--- src/rtl/vx_tma_issue_sched_pkg.sv ---
// Shared constants for the TMA issue scheduler: op encodings, default sizes
// and a width helper.
package vx_tma_issue_sched_pkg;

  localparam int unsigned DEF_NUM_CORES  = 2;
  localparam int unsigned DEF_NUM_WARPS  = 4;
  localparam int unsigned DEF_XLEN       = 32;
  localparam int unsigned DEF_BAR_ADDR_W = 8;

  typedef enum logic [2:0] {
    TMA_OP_SETUP0  = 3'd0,
    TMA_OP_SETUP1  = 3'd1,
    TMA_OP_COORD01 = 3'd2,
    TMA_OP_COORD23 = 3'd3,
    TMA_OP_ISSUE   = 3'd4
  } tma_op_e;

  // ceil(log2(n)), never less than one bit
  function automatic int unsigned up_clog2(input int unsigned n);
    return (n > 1) ? $clog2(n) : 1;
  endfunction

endpackage

--- src/rtl/vx_tma_issue_sched_fifo.sv ---
// Launch queue for the TMA issue scheduler: power-of-two depth FIFO with
// wrap-bit pointers. Simultaneous push and pop are legal even when full,
// because the popped slot is read before the edge that overwrites it.
module vx_tma_issue_sched_fifo
  import vx_tma_issue_sched_pkg::*;
#(
  parameter int unsigned DATAW = 4,
  parameter int unsigned DEPTH = 4
) (
  input  logic             clk,
  input  logic             reset,
  input  logic             push,
  input  logic             pop,
  input  logic [DATAW-1:0] data_in,
  output logic [DATAW-1:0] data_out,
  output logic             empty,
  output logic             full
);

  localparam int unsigned AW = up_clog2(DEPTH);

  logic [DATAW-1:0] mem_q [DEPTH];
  logic [AW:0]      wr_ptr_q, wr_ptr_d;
  logic [AW:0]      rd_ptr_q, rd_ptr_d;

  assign empty    = (wr_ptr_q == rd_ptr_q);
  assign full     = (wr_ptr_q[AW] != rd_ptr_q[AW]) &&
                    (wr_ptr_q[AW-1:0] == rd_ptr_q[AW-1:0]);
  assign data_out = mem_q[rd_ptr_q[AW-1:0]];

  // Pointer advance on push/pop
  always_comb begin
    wr_ptr_d = wr_ptr_q;
    rd_ptr_d = rd_ptr_q;
    if (push) wr_ptr_d = wr_ptr_q + 1'b1;
    if (pop)  rd_ptr_d = rd_ptr_q + 1'b1;
  end

  // Pointer registers
  always_ff @(posedge clk) begin
    if (reset) begin
      wr_ptr_q <= '0;
      rd_ptr_q <= '0;
    end else begin
      wr_ptr_q <= wr_ptr_d;
      rd_ptr_q <= rd_ptr_d;
    end
  end

  // Storage; contents are don't-care until the pointers make them visible
  always_ff @(posedge clk) begin
    if (push) mem_q[wr_ptr_q[AW-1:0]] <= data_in;
  end

endmodule

--- src/rtl/vx_tma_issue_sched.sv ---
// TMA issue scheduler: round-robin arbitration of per-core TMA requests,
// registered write port into the issue-state block, per-context outstanding
// tracking and an in-order launch queue to the transfer engine.
// Optional feature macro: VX_TMA_ISSUE_PERF_EN enables the saturating
// perf_launches / perf_stalls counters (tied to zero otherwise).
module vx_tma_issue_sched
  import vx_tma_issue_sched_pkg::*;
#(
  parameter int unsigned NUM_REQS    = DEF_NUM_CORES,
  parameter int unsigned NUM_WARPS   = DEF_NUM_WARPS,
  parameter int unsigned QUEUE_DEPTH = 4,
  parameter int unsigned XLEN        = DEF_XLEN,
  parameter int unsigned BAR_ADDR_W  = DEF_BAR_ADDR_W,
  parameter int unsigned WID_BITS    = up_clog2(NUM_WARPS),
  parameter int unsigned CTX_BITS    = up_clog2(NUM_REQS * NUM_WARPS)
) (
  input  logic                                 clk,
  input  logic                                 reset,
  input  logic [NUM_REQS-1:0]                  req_valid,
  output logic [NUM_REQS-1:0]                  req_ready,
  input  logic [NUM_REQS-1:0][2:0]             req_op,
  input  logic [NUM_REQS-1:0][WID_BITS-1:0]    req_wid,
  input  logic [NUM_REQS-1:0][XLEN-1:0]        req_rs1,
  input  logic [NUM_REQS-1:0][XLEN-1:0]        req_rs2,
  input  logic [NUM_REQS-1:0][BAR_ADDR_W-1:0]  req_bar_addr,
  output logic                                 st_fire,
  output logic [2:0]                           st_op,
  output logic [CTX_BITS-1:0]                  st_ctx_idx,
  output logic [XLEN-1:0]                      st_rs1,
  output logic [XLEN-1:0]                      st_rs2,
  output logic [BAR_ADDR_W-1:0]                st_bar_addr,
  output logic                                 launch_valid,
  output logic [CTX_BITS-1:0]                  launch_ctx_idx,
  input  logic                                 launch_ready,
  input  logic                                 done_valid,
  input  logic [CTX_BITS-1:0]                  done_ctx_idx,
  output logic                                 busy,
  output logic [31:0]                          perf_launches,
  output logic [31:0]                          perf_stalls
);

  localparam int unsigned NUM_CTX  = NUM_REQS * NUM_WARPS;
  localparam int unsigned PTR_BITS = up_clog2(NUM_REQS);

  logic [PTR_BITS-1:0]   ptr_q, ptr_d;
  logic [NUM_CTX-1:0]    outstanding_q, outstanding_d;
  logic                  st_fire_q, st_fire_d;
  logic [2:0]            st_op_q, st_op_d;
  logic [CTX_BITS-1:0]   st_ctx_q, st_ctx_d;
  logic [XLEN-1:0]       st_rs1_q, st_rs1_d;
  logic [XLEN-1:0]       st_rs2_q, st_rs2_d;
  logic [BAR_ADDR_W-1:0] st_bar_q, st_bar_d;

  logic [CTX_BITS-1:0]   req_ctx [NUM_REQS];
  logic [NUM_REQS-1:0]   elig;
  logic                  grant_valid;
  logic [PTR_BITS-1:0]   grant_idx;
  logic [CTX_BITS-1:0]   grant_ctx;
  logic                  grant_issue;

  logic                  q_push, q_pop, q_empty, q_full;
  logic                  stall_cycle;

  // Eligibility and round-robin grant starting at the priority pointer
  always_comb begin
    grant_valid = 1'b0;
    grant_idx   = '0;
    for (int unsigned i = 0; i < NUM_REQS; i++) begin
      req_ctx[i] = CTX_BITS'(i * NUM_WARPS + 32'(req_wid[i]));
      elig[i]    = req_valid[i] && !outstanding_q[req_ctx[i]] &&
                   ((tma_op_e'(req_op[i]) != TMA_OP_ISSUE) || !q_full);
    end
    for (int unsigned k = 0; k < NUM_REQS; k++) begin
      int unsigned idx;
      idx = 32'(ptr_q) + k;
      if (idx >= NUM_REQS) idx = idx - NUM_REQS;
      if (!grant_valid && elig[idx]) begin
        grant_valid = 1'b1;
        grant_idx   = PTR_BITS'(idx);
      end
    end
    grant_ctx   = req_ctx[grant_idx];
    grant_issue = grant_valid && (tma_op_e'(req_op[grant_idx]) == TMA_OP_ISSUE);
    req_ready   = '0;
    if (grant_valid) req_ready[grant_idx] = 1'b1;
  end

  // Next-state: pointer, write-port capture, outstanding set/clear
  always_comb begin
    ptr_d     = ptr_q;
    st_fire_d = grant_valid;
    st_op_d   = st_op_q;
    st_ctx_d  = st_ctx_q;
    st_rs1_d  = st_rs1_q;
    st_rs2_d  = st_rs2_q;
    st_bar_d  = st_bar_q;
    if (grant_valid) begin
      ptr_d    = (grant_idx == PTR_BITS'(NUM_REQS - 1)) ? '0 : grant_idx + 1'b1;
      st_op_d  = req_op[grant_idx];
      st_ctx_d = grant_ctx;
      st_rs1_d = req_rs1[grant_idx];
      st_rs2_d = req_rs2[grant_idx];
      st_bar_d = req_bar_addr[grant_idx];
    end
    // A done and a grant never hit the same set bit: grants need the bit
    // clear and dones only act on set bits, so clear-then-set is safe.
    outstanding_d = outstanding_q;
    if (done_valid && (32'(done_ctx_idx) < NUM_CTX) && outstanding_q[done_ctx_idx])
      outstanding_d[done_ctx_idx] = 1'b0;
    if (grant_issue)
      outstanding_d[grant_ctx] = 1'b1;
  end

  // State registers
  always_ff @(posedge clk) begin
    if (reset) begin
      ptr_q         <= '0;
      outstanding_q <= '0;
      st_fire_q     <= 1'b0;
      st_op_q       <= '0;
      st_ctx_q      <= '0;
      st_rs1_q      <= '0;
      st_rs2_q      <= '0;
      st_bar_q      <= '0;
    end else begin
      ptr_q         <= ptr_d;
      outstanding_q <= outstanding_d;
      st_fire_q     <= st_fire_d;
      st_op_q       <= st_op_d;
      st_ctx_q      <= st_ctx_d;
      st_rs1_q      <= st_rs1_d;
      st_rs2_q      <= st_rs2_d;
      st_bar_q      <= st_bar_d;
    end
  end

  assign st_fire     = st_fire_q;
  assign st_op       = st_op_q;
  assign st_ctx_idx  = st_ctx_q;
  assign st_rs1      = st_rs1_q;
  assign st_rs2      = st_rs2_q;
  assign st_bar_addr = st_bar_q;

  assign q_push       = grant_issue;
  assign q_pop        = launch_valid && launch_ready;
  assign launch_valid = !q_empty;
  assign busy         = !q_empty || (|outstanding_q);
  assign stall_cycle  = (|req_valid) && !grant_valid;

  vx_tma_issue_sched_fifo #(
    .DATAW (CTX_BITS),
    .DEPTH (QUEUE_DEPTH)
  ) launch_queue (
    .clk      (clk),
    .reset    (reset),
    .push     (q_push),
    .pop      (q_pop),
    .data_in  (grant_ctx),
    .data_out (launch_ctx_idx),
    .empty    (q_empty),
    .full     (q_full)
  );

`ifdef VX_TMA_ISSUE_PERF_EN
  logic [31:0] perf_launches_q, perf_launches_d;
  logic [31:0] perf_stalls_q, perf_stalls_d;

  // Saturating performance counters
  always_comb begin
    perf_launches_d = perf_launches_q;
    perf_stalls_d   = perf_stalls_q;
    if (q_pop && (perf_launches_q != '1))     perf_launches_d = perf_launches_q + 1'b1;
    if (stall_cycle && (perf_stalls_q != '1)) perf_stalls_d   = perf_stalls_q + 1'b1;
  end

  // Counter registers
  always_ff @(posedge clk) begin
    if (reset) begin
      perf_launches_q <= '0;
      perf_stalls_q   <= '0;
    end else begin
      perf_launches_q <= perf_launches_d;
      perf_stalls_q   <= perf_stalls_d;
    end
  end

  assign perf_launches = perf_launches_q;
  assign perf_stalls   = perf_stalls_q;
`else
  logic unused_stall;
  assign unused_stall  = stall_cycle;
  assign perf_launches = '0;
  assign perf_stalls   = '0;
`endif

`ifndef SYNTHESIS
  // A completion must refer to a context that is actually in flight
  always_ff @(posedge clk) begin
    if (!reset && done_valid)
      assert ((32'(done_ctx_idx) < NUM_CTX) && outstanding_q[done_ctx_idx])
        else $error("done_valid for idle context %0d", done_ctx_idx);
  end
`endif

endmodule

--- config.mk ---
export PLATFORM = sky130hd
export DESIGN_NAME = vx_tma_issue_sched
export DESIGN_NICKNAME = d
export VERILOG_FILES = /design/src/rtl/vx_tma_issue_sched_pkg.sv /design/src/rtl/vx_tma_issue_sched_fifo.sv /design/src/rtl/vx_tma_issue_sched.sv
export SDC_FILE = /design/constraint.sdc
export NUM_CORES = 1
export LEC_CHECK = 0
export BUFFER_PORTS_ARGS = -buffer_cell sky130_fd_sc_hd__buf_2
export CAP_MARGIN = 20
export CORE_AREA = 2 2 122 124
export DETAILED_ROUTE_END_ITERATION = 8
export DIE_AREA = 0 0 124 126
export PLACE_DENSITY_LB_ADDON = 0.15
export RECOVER_POWER = 100
export SLEW_MARGIN = 20
export SYNTH_ARGS = -nofsm -noshare
export SYNTH_HDL_FRONTEND = slang
export SYNTH_HIERARCHICAL = 1
export SYNTH_SLANG_ARGS = --single-unit
--- constraint.sdc ---
create_clock -name clk -period 7.1 [get_ports clk]
set_input_delay 0.355 -clock clk [delete_from_list [all_inputs] [get_ports clk]]
set_output_delay 0.355 -clock clk [all_outputs]
set_load 0.1 [all_outputs]
==> run_summary.xml <==
<?xml version="1.0" encoding="UTF-8"?>
<metrics>
  <group name="floorplanning">
    <metric name="start_util" unit="%">36.74</metric>
    <metric name="floorplan.die.height" unit="um">126</metric>
    <metric name="chipWidth" unit="um">124</metric>
    <metric name="design.portCount" unit="">313</metric>
    <metric name="design.core.area" unit="sq um">14310</metric>
    <metric name="row_count" unit="">44</metric>
    <metric name="floorplan.die_area" unit="sq um">15620</metric>
  </group>
  <group name="synth">
    <metric name="avgSynthCellArea" unit="sq um">9.492</metric>
    <metric name="synth.largest_area_cell" unit="">dfxtp_1</metric>
    <metric name="synth-edff-count" unit="">12</metric>
    <metric name="post_synth_main_area_contributors" unit="">dfxtp_1, o221a_2, buf_4</metric>
    <metric name="dominantRegCellSynth" unit="">dfxtp_1</metric>
    <metric name="yosys.cell_count.top_type" unit="">dfxtp_1</metric>
    <metric name="post_synth_inst_count" unit="">554</metric>
    <metric name="part_of_the_yosys_area_used_for_sequential_elements" unit="%">43.40</metric>
    <metric name="ys_async_sr_fraction" unit="%">0</metric>
    <metric name="post_synth_instance_area" unit="sq um">5259</metric>
    <metric name="synth_commonest_cells" unit="">dfxtp_1, a21oi_1, inv_1</metric>
    <metric name="synth_seq_cells" unit="">108</metric>
    <metric name="yosys_warnings" unit="">6</metric>
    <metric name="synth_cell_type_count" unit="">46</metric>
    <metric name="synth.top_cell.area_share" unit="%">36.55</metric>
  </group>
  <group name="cells_and_area">
    <metric name="fraction_of_layout_cells_with_a_size_suffix_above_1" unit="%">33.72</metric>
    <metric name="fillers" unit="">1449</metric>
    <metric name="n_antenna_cell" unit="">0</metric>
    <metric name="instances_no_fill" unit="">967</metric>
    <metric name="final_cell_area" unit="sq um">6549</metric>
    <metric name="area_growth_syn_to_layout" unit="%">24.53</metric>
    <metric name="nets" unit="">946</metric>
  </group>
  <group name="sta">
    <metric name="worst_slack" unit="ps">2321</metric>
    <metric name="hold_ws" unit="ps">276.0</metric>
    <metric name="finClkSkew" unit="ps">6.263</metric>
    <metric name="fmax" unit="MHz">209.2</metric>
    <metric name="rsz0062_at_grt" unit="">false</metric>
    <metric name="final_hold_viol_count" unit="">0</metric>
    <metric name="fin_setup_tns" unit="ps">0</metric>
    <metric name="tightestPinTransition" unit="ps">2619</metric>
    <metric name="timing.slew.headroom" unit="%">-74.63</metric>
    <metric name="setup_viol" unit="">0</metric>
    <metric name="final.min_clock_period" unit="ps">4779</metric>
    <metric name="drv_slew" unit="">93</metric>
    <metric name="post-route-period-util" unit="%">67.31</metric>
  </group>
  <group name="clock_network">
    <metric name="cts-root-to-sink-buffers" unit="">2</metric>
    <metric name="clock_tree_from_tritoncts" unit="">yes</metric>
    <metric name="cts_resized" unit="">0</metric>
    <metric name="path_clk_slew" unit="ps">70</metric>
    <metric name="hold_buffers" unit="">0</metric>
    <metric name="cts-htree-levels" unit="">3</metric>
    <metric name="clock_tree.root_cell" unit="">clkbuf_16</metric>
    <metric name="cts_buffers" unit="">9</metric>
    <metric name="insertion_delay" unit="ps">350</metric>
    <metric name="cts_setup_buffers" unit="">0</metric>
    <metric name="cts.sink_count" unit="">108</metric>
  </group>
  <group name="grt">
    <metric name="use_met3" unit="%">3.850</metric>
    <metric name="grt_pass1_wl" unit="um">22700</metric>
    <metric name="antenna_found_initial" unit="">1</metric>
    <metric name="grt_start_max_net_pins" unit="">96</metric>
    <metric name="globalRouteMet2Util" unit="%">32.84</metric>
    <metric name="gr_usage_total" unit="%">18.85</metric>
    <metric name="grt.overflow.total" unit="">0</metric>
    <metric name="grt_most_used_layer" unit="">met2</metric>
    <metric name="first_global_vias" unit="">4414</metric>
    <metric name="grt_util_met1" unit="%">21.59</metric>
  </group>
  <group name="worst_hold_path">
    <metric name="min-delay-path-class" unit="">primary input to flip-flop</metric>
  </group>
  <group name="route">
    <metric name="first_pass_iters" unit="">4</metric>
    <metric name="drt.antenna.violating_nets" unit="">0</metric>
    <metric name="wl_per_cell" unit="um">15.95</metric>
    <metric name="via_count" unit="">4706</metric>
    <metric name="drt_first_iter_violations" unit="">276</metric>
    <metric name="post_route_drc" unit="">0</metric>
    <metric name="drt-vias-per-instance" unit="">4.867</metric>
    <metric name="finalWirelength" unit="um">15430</metric>
  </group>
  <group name="critical_path">
    <metric name="worstPathCellList" unit="">xor2_1 -&gt; nor3_1 -&gt; a31oi_1 -&gt; a211o_1 -&gt; inv_1 -&gt; clkbuf_1 -&gt; a21oi_1 -&gt; o221a_2</metric>
    <metric name="critPathArrivalTime" unit="ps">5020</metric>
    <metric name="critical_path.n_buffers_inverters" unit="">2</metric>
    <metric name="setup.worst_path.start_class" unit="">flip-flop</metric>
    <metric name="crit_type" unit="">flip-flop to flip-flop</metric>
    <metric name="critical_path_peak_fanout" unit="">60</metric>
    <metric name="worst_path_dominant_cell_family" unit="">buffers and inverters</metric>
    <metric name="end_kind" unit="">flip-flop</metric>
    <metric name="critical_path.max_stage_delay" unit="ps">1900</metric>
    <metric name="slowest_stage" unit="">clkbuf_1</metric>
    <metric name="crit_required" unit="ps">7340</metric>
  </group>
  <group name="run_status">
    <metric name="run_status" unit="">finished with violations</metric>
    <metric name="violations" unit="">max-capacitance violations, max-slew violations</metric>
  </group>
  <group name="place">
    <metric name="inst_count_dp" unit="">951</metric>
    <metric name="place_ws" unit="ps">3975</metric>
    <metric name="dpl.hpwl" unit="um">11290</metric>
    <metric name="placement.cell_area" unit="sq um">6366</metric>
    <metric name="place.port_buffers" unit="">248</metric>
    <metric name="rd_place_congestion" unit="">0.8585</metric>
  </group>
  <group name="flow_run">
    <metric name="max-cap-violations" unit="">2</metric>
  </group>
  <group name="power">
    <metric name="ir_worst_vdd" unit="mV">0.1805</metric>
    <metric name="power_density" unit="nW/um^2">306.5</metric>
    <metric name="power.leakage" unit="nW">3.113</metric>
  </group>
</metrics>
[metrics by stage]
stage	power [mW]	util, %
global route	2.083	45.75
CTS	2.039	46.65
detailed placement	1.512	44.48
floorplan	1.401	-
finish	2.007	45.75
global placement	1.506	44.48
[layout by cell type (no fill, tap or decap), types with 10 or more instances in the layout]
| master | Yosys | routed |
|---|---|---|
| o221a_2 | 73 | 73 |
| edfxtp_1 | 12 | 12 |
| clkbuf_1 | 16 | 86 |
| nor2_1 | 12 | 12 |
| conb_1 | 1 | 64 |
| a21oi_1 | 86 | 86 |
| buf_2 | 13 | 163 |
| inv_1 | 81 | 81 |
| dfxtp_1 | 96 | 96 |
| nand2_1 | 13 | 13 |
| o21ai_0 | 10 | 10 |
[routing by layer]
layer / routed length, um / up-vias
met5: 14 / -
met4: 469 / 2
met3: 1040 / 34
met2: 7719 / 209
met1: 6182 / 2165
li1: - / 2296
[final timing paths]
path | cells after the start | end | start | slack [ps]
worst max-delay path | 8 | st_rs2[16] | launch_queue/wr_ptr_q[0] | 2320
worst min-delay path | 2 | st_rs1[19] | req_rs1[19] | 280
worst max register to register | 8 | st_rs2[16] | launch_queue/wr_ptr_q[0] | 2320
worst min register to register | 2 | outstanding_q[1] | outstanding_q[1] | 500
[flip-flops by register name, indices dropped and copies added (netlist names), 3 cells and up, named ones only]
signal	count
launch_queue/mem_q	12
launch_queue/rd_ptr_q	3
launch_queue/wr_ptr_q	3
outstanding_q	8
st_bar_addr	8
st_ctx_idx	3
st_op	3
st_rs1	32
st_rs2	32
[final cells by class]
cell class              instances  area, sq um  share of cell area (%)
repair buffers                252         1161                   17.73
clock buffers                  11        252.7                   3.859
inverters                      81        304.0                   4.643
multi-input cells             326         2260                   34.51
well taps                     184        230.2                   3.515
flip-flops and latches        108         2282                   34.85
clock inverters                 5        58.81                  0.8980
[power by group]
group / switching (mW) / total (mW) / internal [mW] / leakage [nW]
clock network: 0.230 / 0.524 / 0.294 / 0.148
registers: 0.0298 / 0.699 / 0.669 / 0.906
logic: 0.663 / 0.784 / 0.122 / 2.06
[cell families (layout without fill, tap and decap cells)]
kind of cell	count (synthesis)	count (layout)	share of synthesized area [%]
AOI/OAI and AO/OA	187	187	27.86
buffers and inverters	183	349	18.15
other	1	64	0.07131
muxes	9	9	2.807
DFF	108	108	43.40
adders and majority gates	5	5	1.190
and+or+nand+nor	56	56	5.686
xor gates and xnor gates	5	5	0.8329
Note: power is estimated with default switching activity, not from simulation.
